## src/rtl/pixel_ctrl_pkg.sv

```systemverilog
// Shared types and constants for the pixel array frame sequencer:
// state encoding, control-output bundle and default phase durations.
package pixel_ctrl_pkg;

    localparam int DUR_W = 16;

    localparam int DEF_ERASE_CYCLES    = 5;
    localparam int DEF_EXPOSE_CYCLES   = 255;
    localparam int DEF_CONVERT_CYCLES  = 255;
    localparam int DEF_NUM_ROWS        = 2;
    localparam int DEF_ROW_HOLD_CYCLES = 2;

    typedef enum logic [2:0] {
        ST_IDLE    = 3'd0,
        ST_ERASE   = 3'd1,
        ST_EXPOSE  = 3'd2,
        ST_CONVERT = 3'd3,
        ST_READ    = 3'd4
    } state_t;

    typedef struct packed {
        logic power_enable;
        logic pixel_reset;
        logic erase;
        logic expose;
        logic write_enable;
        logic counter_reset;
        logic counter_enable;
        logic ramp_enable;
        logic read_enable;
        logic busy;
    } ctrl_t;

    localparam ctrl_t CTRL_OFF = ctrl_t'(10'd0);

    // Down-counter reload value for a phase of 'cycles' length; 0 and 1 both mean one cycle.
    function automatic logic [DUR_W-1:0] load_for(input int cycles);
        if (cycles <= 1) begin
            return {DUR_W{1'b0}};
        end else begin
            return DUR_W'(cycles - 1);
        end
    endfunction

endpackage

```

## src/rtl/pixel_array_controller_phase_timer.sv

```systemverilog
// Loadable 16-bit down-counter; done is high while the count sits at zero,
// i.e. on the last cycle of the phase it was loaded for.
module phase_timer
    import pixel_ctrl_pkg::*;
(
    input  logic             clk,
    input  logic             rst,
    input  logic             load,
    input  logic [DUR_W-1:0] load_value,
    output logic [DUR_W-1:0] count,
    output logic             done
);

    // Reload on phase entry, otherwise count down and park at zero.
    always_ff @(posedge clk or posedge rst) begin
        if (rst) begin
            count <= {DUR_W{1'b0}};
        end else if (load) begin
            count <= load_value;
        end else if (count != {DUR_W{1'b0}}) begin
            count <= count - DUR_W'(1);
        end else begin
            count <= count;
        end
    end

    assign done = (count == {DUR_W{1'b0}});

endmodule

```

## src/rtl/pixel_array_controller.sv

```systemverilog
// Frame sequencer: erase -> expose -> convert -> row readout, with abort,
// continuous mode and registered, state-decoded array controls.
module pixel_array_controller
    import pixel_ctrl_pkg::*;
#(
    parameter int ERASE_CYCLES    = DEF_ERASE_CYCLES,
    parameter int EXPOSE_CYCLES   = DEF_EXPOSE_CYCLES,
    parameter int CONVERT_CYCLES  = DEF_CONVERT_CYCLES,
    parameter int NUM_ROWS        = DEF_NUM_ROWS,
    parameter int ROW_HOLD_CYCLES = DEF_ROW_HOLD_CYCLES,
    localparam int ROW_W          = (NUM_ROWS > 1) ? $clog2(NUM_ROWS) : 1
) (
    input  logic             CLOCK,
    input  logic             RESET,
    input  logic             START,
    input  logic             CONTINUOUS,
    input  logic             ABORT,
    output logic             POWER_ENABLE,
    output logic             PIXEL_RESET,
    output logic             ERASE,
    output logic             EXPOSE,
    output logic             WRITE_ENABLE,
    output logic             COUNTER_RESET,
    output logic             COUNTER_ENABLE,
    output logic             RAMP_ENABLE,
    output logic             READ_ENABLE,
    output logic [ROW_W-1:0] READ_ROW,
    output logic             BUSY,
    output logic             FRAME_DONE
);

    if (ERASE_CYCLES > 65535 || EXPOSE_CYCLES > 65535 || CONVERT_CYCLES > 65535 ||
        ROW_HOLD_CYCLES > 65535 || NUM_ROWS < 1) begin : g_param_check
        $error("pixel_array_controller: duration above 65535 or NUM_ROWS below 1");
    end

    localparam logic [DUR_W-1:0] ERASE_LOAD   = load_for(ERASE_CYCLES);
    localparam logic [DUR_W-1:0] EXPOSE_LOAD  = load_for(EXPOSE_CYCLES);
    localparam logic [DUR_W-1:0] CONVERT_LOAD = load_for(CONVERT_CYCLES);
    localparam logic [DUR_W-1:0] HOLD_LOAD    = load_for(ROW_HOLD_CYCLES);
    localparam logic [ROW_W-1:0] LAST_ROW     = ROW_W'(NUM_ROWS - 1);

    state_t           state_r;
    state_t           state_next_s;
    logic [ROW_W-1:0] row_r;
    logic [ROW_W-1:0] row_next_s;
    logic             load_s;
    logic [DUR_W-1:0] load_value_s;
    logic [DUR_W-1:0] count_s;
    logic             done_s;
    logic             count_next_zero_s;
    logic             frame_done_next_s;
    ctrl_t            ctrl_next_s;
    ctrl_t            ctrl_r;
    logic             frame_done_r;

    phase_timer u_phase_timer (
        .clk        (CLOCK),
        .rst        (RESET),
        .load       (load_s),
        .load_value (load_value_s),
        .count      (count_s),
        .done       (done_s)
    );

    // Next state, row index and timer reload; abort overrides everything.
    always_comb begin
        state_next_s = state_r;
        row_next_s   = row_r;
        load_s       = 1'b0;
        load_value_s = {DUR_W{1'b0}};
        if (ABORT) begin
            state_next_s = ST_IDLE;
            row_next_s   = {ROW_W{1'b0}};
            load_s       = 1'b1;
        end else begin
            case (state_r)
                ST_IDLE: begin
                    if (START) begin
                        state_next_s = ST_ERASE;
                        load_s       = 1'b1;
                        load_value_s = ERASE_LOAD;
                    end else begin
                        state_next_s = ST_IDLE;
                    end
                end
                ST_ERASE: begin
                    if (done_s) begin
                        state_next_s = ST_EXPOSE;
                        load_s       = 1'b1;
                        load_value_s = EXPOSE_LOAD;
                    end else begin
                        state_next_s = ST_ERASE;
                    end
                end
                ST_EXPOSE: begin
                    if (done_s) begin
                        state_next_s = ST_CONVERT;
                        load_s       = 1'b1;
                        load_value_s = CONVERT_LOAD;
                    end else begin
                        state_next_s = ST_EXPOSE;
                    end
                end
                ST_CONVERT: begin
                    if (done_s) begin
                        state_next_s = ST_READ;
                        row_next_s   = {ROW_W{1'b0}};
                        load_s       = 1'b1;
                        load_value_s = HOLD_LOAD;
                    end else begin
                        state_next_s = ST_CONVERT;
                    end
                end
                ST_READ: begin
                    if (done_s && (row_r == LAST_ROW)) begin
                        row_next_s = {ROW_W{1'b0}};
                        load_s     = 1'b1;
                        if (CONTINUOUS) begin
                            state_next_s = ST_ERASE;
                            load_value_s = ERASE_LOAD;
                        end else begin
                            state_next_s = ST_IDLE;
                        end
                    end else if (done_s) begin
                        row_next_s   = row_r + ROW_W'(1);
                        load_s       = 1'b1;
                        load_value_s = HOLD_LOAD;
                    end else begin
                        state_next_s = ST_READ;
                    end
                end
                default: begin
                    state_next_s = ST_IDLE;
                    row_next_s   = {ROW_W{1'b0}};
                    load_s       = 1'b1;
                end
            endcase
        end
    end

    // Outputs are registered from the next state, so look ahead one cycle for the last READ cycle.
    always_comb begin
        count_next_zero_s = load_s ? (load_value_s == {DUR_W{1'b0}}) : (count_s <= DUR_W'(1));
        frame_done_next_s = (state_next_s == ST_READ) && (row_next_s == LAST_ROW) && count_next_zero_s;
    end

    // Control decode of the state the block is about to enter.
    always_comb begin
        ctrl_next_s = CTRL_OFF;
        case (state_next_s)
            ST_IDLE: begin
                ctrl_next_s.counter_reset = 1'b1;
            end
            ST_ERASE: begin
                ctrl_next_s.power_enable  = 1'b1;
                ctrl_next_s.pixel_reset   = 1'b1;
                ctrl_next_s.erase         = 1'b1;
                ctrl_next_s.counter_reset = 1'b1;
                ctrl_next_s.busy          = 1'b1;
            end
            ST_EXPOSE: begin
                ctrl_next_s.power_enable  = 1'b1;
                ctrl_next_s.expose        = 1'b1;
                ctrl_next_s.counter_reset = 1'b1;
                ctrl_next_s.busy          = 1'b1;
            end
            ST_CONVERT: begin
                ctrl_next_s.power_enable   = 1'b1;
                ctrl_next_s.write_enable   = 1'b1;
                ctrl_next_s.counter_enable = 1'b1;
                ctrl_next_s.ramp_enable    = 1'b1;
                ctrl_next_s.busy           = 1'b1;
            end
            ST_READ: begin
                ctrl_next_s.read_enable   = 1'b1;
                ctrl_next_s.counter_reset = 1'b1;
                ctrl_next_s.busy          = 1'b1;
            end
            default: begin
                ctrl_next_s.counter_reset = 1'b1;
            end
        endcase
    end

    // State, row and output registers.
    always_ff @(posedge CLOCK or posedge RESET) begin
        if (RESET) begin
            state_r                <= ST_IDLE;
            row_r                  <= {ROW_W{1'b0}};
            ctrl_r                 <= CTRL_OFF;
            ctrl_r.counter_reset   <= 1'b1;
            frame_done_r           <= 1'b0;
        end else begin
            state_r      <= state_next_s;
            row_r        <= row_next_s;
            ctrl_r       <= ctrl_next_s;
            frame_done_r <= frame_done_next_s;
        end
    end

    assign POWER_ENABLE   = ctrl_r.power_enable;
    assign PIXEL_RESET    = ctrl_r.pixel_reset;
    assign ERASE          = ctrl_r.erase;
    assign EXPOSE         = ctrl_r.expose;
    assign WRITE_ENABLE   = ctrl_r.write_enable;
    assign COUNTER_RESET  = ctrl_r.counter_reset;
    assign COUNTER_ENABLE = ctrl_r.counter_enable;
    assign RAMP_ENABLE    = ctrl_r.ramp_enable;
    assign READ_ENABLE    = ctrl_r.read_enable;
    assign BUSY           = ctrl_r.busy;
    assign READ_ROW       = row_r;
    assign FRAME_DONE     = frame_done_r;

endmodule

```

## config.mk

```make
export PLATFORM = sky130hd
export DESIGN_NAME = pixel_array_controller
export DESIGN_NICKNAME = d
export VERILOG_FILES = /design/src/rtl/pixel_ctrl_pkg.sv /design/src/rtl/pixel_array_controller_phase_timer.sv /design/src/rtl/pixel_array_controller.sv
export SDC_FILE = /design/constraint.sdc
export NUM_CORES = 1
export LEC_CHECK = 0
export BUFFER_PORTS_ARGS = -buffer_cell sky130_fd_sc_hd__buf_4
export CAP_MARGIN = 30
export CORE_MARGIN = 2
export CORE_UTILIZATION = 45
export CTS_CLUSTER_DIAMETER = 120
export DETAILED_ROUTE_END_ITERATION = 8
export GPL_TIMING_DRIVEN = 0
export SYNTH_ARGS = -nofsm -noshare
export SYNTH_HDL_FRONTEND = slang
export SYNTH_SLANG_ARGS = --single-unit
```

## constraint.sdc

```tcl
create_clock -name CLOCK -period 5.7 [get_ports CLOCK]
set_input_delay 0 -clock CLOCK [delete_from_list [all_inputs] [get_ports CLOCK]]
set_output_delay 0 -clock CLOCK [all_outputs]
set_load 0.01 [all_outputs]
```

==> key figures <==
Run status
  – Run status: completed

Clock tree
  – # H-tree levels: 1
  – CTS tree: built
  – Clk_lat worst skew: 270 ps
  – Total clock sinks: 28
  – Clock tree buffer depth: 2
  – Clock Pin Slew Worst Setup and Hold Paths: 90 ps
  – CTS buffer count: 3
  – Clk root buf: clkbuf_8
  – Setup Fix Bufs, Post-CTS: 0

Detailed routing
  – Routed wire length: 3390 um
  – Vias/cell: 5.24
  – Via count: 1,316
  – DRT antenna net count: 0
  – Drt wl/cell: 13.5 um
  – 1st-pass router iterations: 4
  – Drt drc: 0
  – Detailed Route Iter0 Violations: 57

Critical path
  – R2R Path End: u_phase_timer.count[4]
  – R2r setup slk: 2550 ps
  – Worst setup EP type: register
  – Worst-case reg-to-reg path depth: 11
  – Crit-path max FO: 10
  – RR Startpoint: u_phase_timer.count[0]
  – Setup Crit Path Kind: register to register
  – Worst Setup EP: u_phase_timer.count[4]
  – Critical Path Start: u_phase_timer.count[0]
  – Data arrival time of the worst path: 3330 ps
  – Startpoint types: register
  – Critical Path RT: 5890 ps

Die
  – Die Width: 64.8 um
  – FP Rows: 22
  – # IOs: 17
  – Effective utilization at floorplan: 0.461
  – DIE HEIGHT: 64.8 um
  – Core box area: 0.00361 mm2
  – Die area: 0.00420 mm2

Power
  – Pwr dens: 570 mW/mm2
  – Leak Pwr: 0.938 nW
  – Max IR drop VDD: 0.293 mV
  – Total Power: 1.10 mW

Synthesis
  – Ys Warns: 0
  – Synth Instances: 180
  – Cell taking the most area after synthesis: dfrtp_1
  – Synth area leaders: dfrtp_1 41%, xnor2_1 6.8%, nor2_1 5.6%, ha_1 4.5%, nand2_1 4.3%
  – Cell variety after synth: 48
  – Syn Area/Cell: 9.24 um2
  – Sequential-to-total area share from yosys stat: 0.422
  – Ys async rst share: 1.00
  – Post-synthesis cell area: 0.00166 mm2
  – Ys flop type: dfrtp_1
  – Post-synth EDFFs: 0
  – Synth Register Bits: 28
  – Post-synth top area share: 0.406
  – Syn_nets: 191

Timing
  – Max Clock Freq: 318 MHz
  – Least-Margin Pin Slew: 545 ps
  – Slew Viols, Final: 0
  – Clock skew: 5.82 ps
  – Period minus WS final: 3150 ps
  – Final setup TNS: 0 ps
  – Period utilisation layout: 0.552
  – Rel. slew slack: 0.636
  – RSZ-0062 raised after global routing: no
  – Hold slack: 160 ps
  – Setup violators final: 0
  – Final Hold Vio Count: 0

Layout
  – Leading cell type in the layout, fill and taps excluded: dfrtp_1
  – Leading cell types in the layout, fill and taps excluded: 27 x dfrtp_1, 25 x nor2_1, 19 x nand2_1, 19 x buf_4, 13 x xnor2_1
  – Ant diodes: 0
  – Layout cells sized above 1: 0.177
  – Area grow syn2layout: 16.4%
  – Final instance area: 0.00194 mm2
  – Final nets: 215

Global routing
  – Initial antenna violation count: 0
  – Met1 usage: 0.253
  – Gr ovfl total: 0
  – First-pass GRT wire length: 5850 um
  – Grt met3 use: 0.0208
  – Largest net degree at the start of global routing: 17
  – Number of global-route vias before repair: 1,275
  – Met2 Track Usage GR: 0.285
  – Overall routing resource usage: 0.177
  – Layer with the highest usage: met2

Min path
  – Worst hold path type: primary input to register

Place
  – Hpwl dp: 2590 um
  – Final RePlAce weighted congestion: 0.828
  – Placed instance area: 0.00187 mm2
  – Port Buf Inserts: 16

Run
  – Max Cap Viol: 0
[stage by stage]
stage / util / setup slack (ps) / cells
finish: 0.537 / 2550 / 251
global route: 0.537 / 2330 / 251
CTS: 0.537 / 2560 / 251
detailed placement: 0.519 / 2570 / 245
global placement: 0.511 / 2520 / 244
floorplan: - / 3060 / 180
[state kept, by name, indices dropped and copies added, names as in the netlist]
signal / cells
READ_ROW: 1
COUNTER_ENABLE: 1
READ_ENABLE: 1
u_phase_timer.count: 16
POWER_ENABLE: 1
COUNTER_RESET: 1
BUSY: 1
EXPOSE: 1
ERASE: 1
FRAME_DONE: 1
state_r: 3
[metal layers]
metal / vias to the layer above / wire length [um]
li1: 660 / -
met1: 618 / 1660
met2: 36 / 1560
met3: 2 / 151
met4: 0 / 17
met5: - / 0
[worst max-delay path, cell delays in order (launching register included)]
cell and delay, ps:
dfrtp_1 440, inv_1 120, ha_1 220, nor4b_2 180, nand4_1 180, buf_2 260
inv_1 150, ha_1 250, or3_1 360, a221oi_1 420, o21ai_2 230, o31ai_1 260
[timing repair]
item / 4_1_cts / 5_1_grt
hold buffers: 2 / 0
hold endpoints to repair: 12 / 0
gates resized for setup: 0 / 0
[cell usage after synthesis, drive strengths merged (2+ instances only)]
cell and count:
o21ai 4, o21a 2, xor2 4, and3 3
o31ai 2, clkbuf 5, nand2 19, inv 10
nor2b 3, nor2 25, o22a 2, nor4b 3
nand4 3, nor4 6, dfrtp 27, nand3 6
ha 6, xnor2 13, buf 5, nor3 11
[final cells by class]
type | count | area, um2
Fill cell | 342 | 1670
Multi-Input combinational cell | 132 | 853
Sequential cell | 28 | 702
Timing Repair Buffer | 19 | 168
Buffer | 10 | 71.3
Tap cell | 48 | 60.1
Clock buffer | 4 | 45.0
Inverter | 10 | 37.5
[worst min-delay path by stage]
stage	startpoint	endpoint	slack, ps	cells after the start
after detailed placement	RESET	u_phase_timer.count[5]	90	2
after global routing	CONTINUOUS	BUSY	160	4
after CTS	CONTINUOUS	BUSY	150	4
after floorplan	RESET	BUSY	60	1
final	CONTINUOUS	BUSY	160	4
after global placement	ABORT	READ_ROW	210	2
[logic make-up (layout without fill, tap and decap cells)]
kind of cell	count (synthesis)	after routing	share of synthesized area
DFF	28	28	0.422
xor gates and xnor gates	17	17	0.0895
and+or+nand+nor	85	85	0.267
adders and majority gates	6	6	0.0451
buffers and inverters	20	43	0.0654
AOI/OAI and AO/OA	22	22	0.0985
muxes	2	2	0.0128
[power by group]
| group | internal, mW | total, mW | leakage (nW) | switching, mW |
|---|---|---|---|---|
| Clock | 0.0501 | 0.109 | 0.0228 | 0.0586 |
| Sequential | 0.254 | 0.310 | 0.376 | 0.0566 |
| Combinational | 0.298 | 0.685 | 0.539 | 0.387 |
No activity file was read; power rests on OpenSTA's default activity.
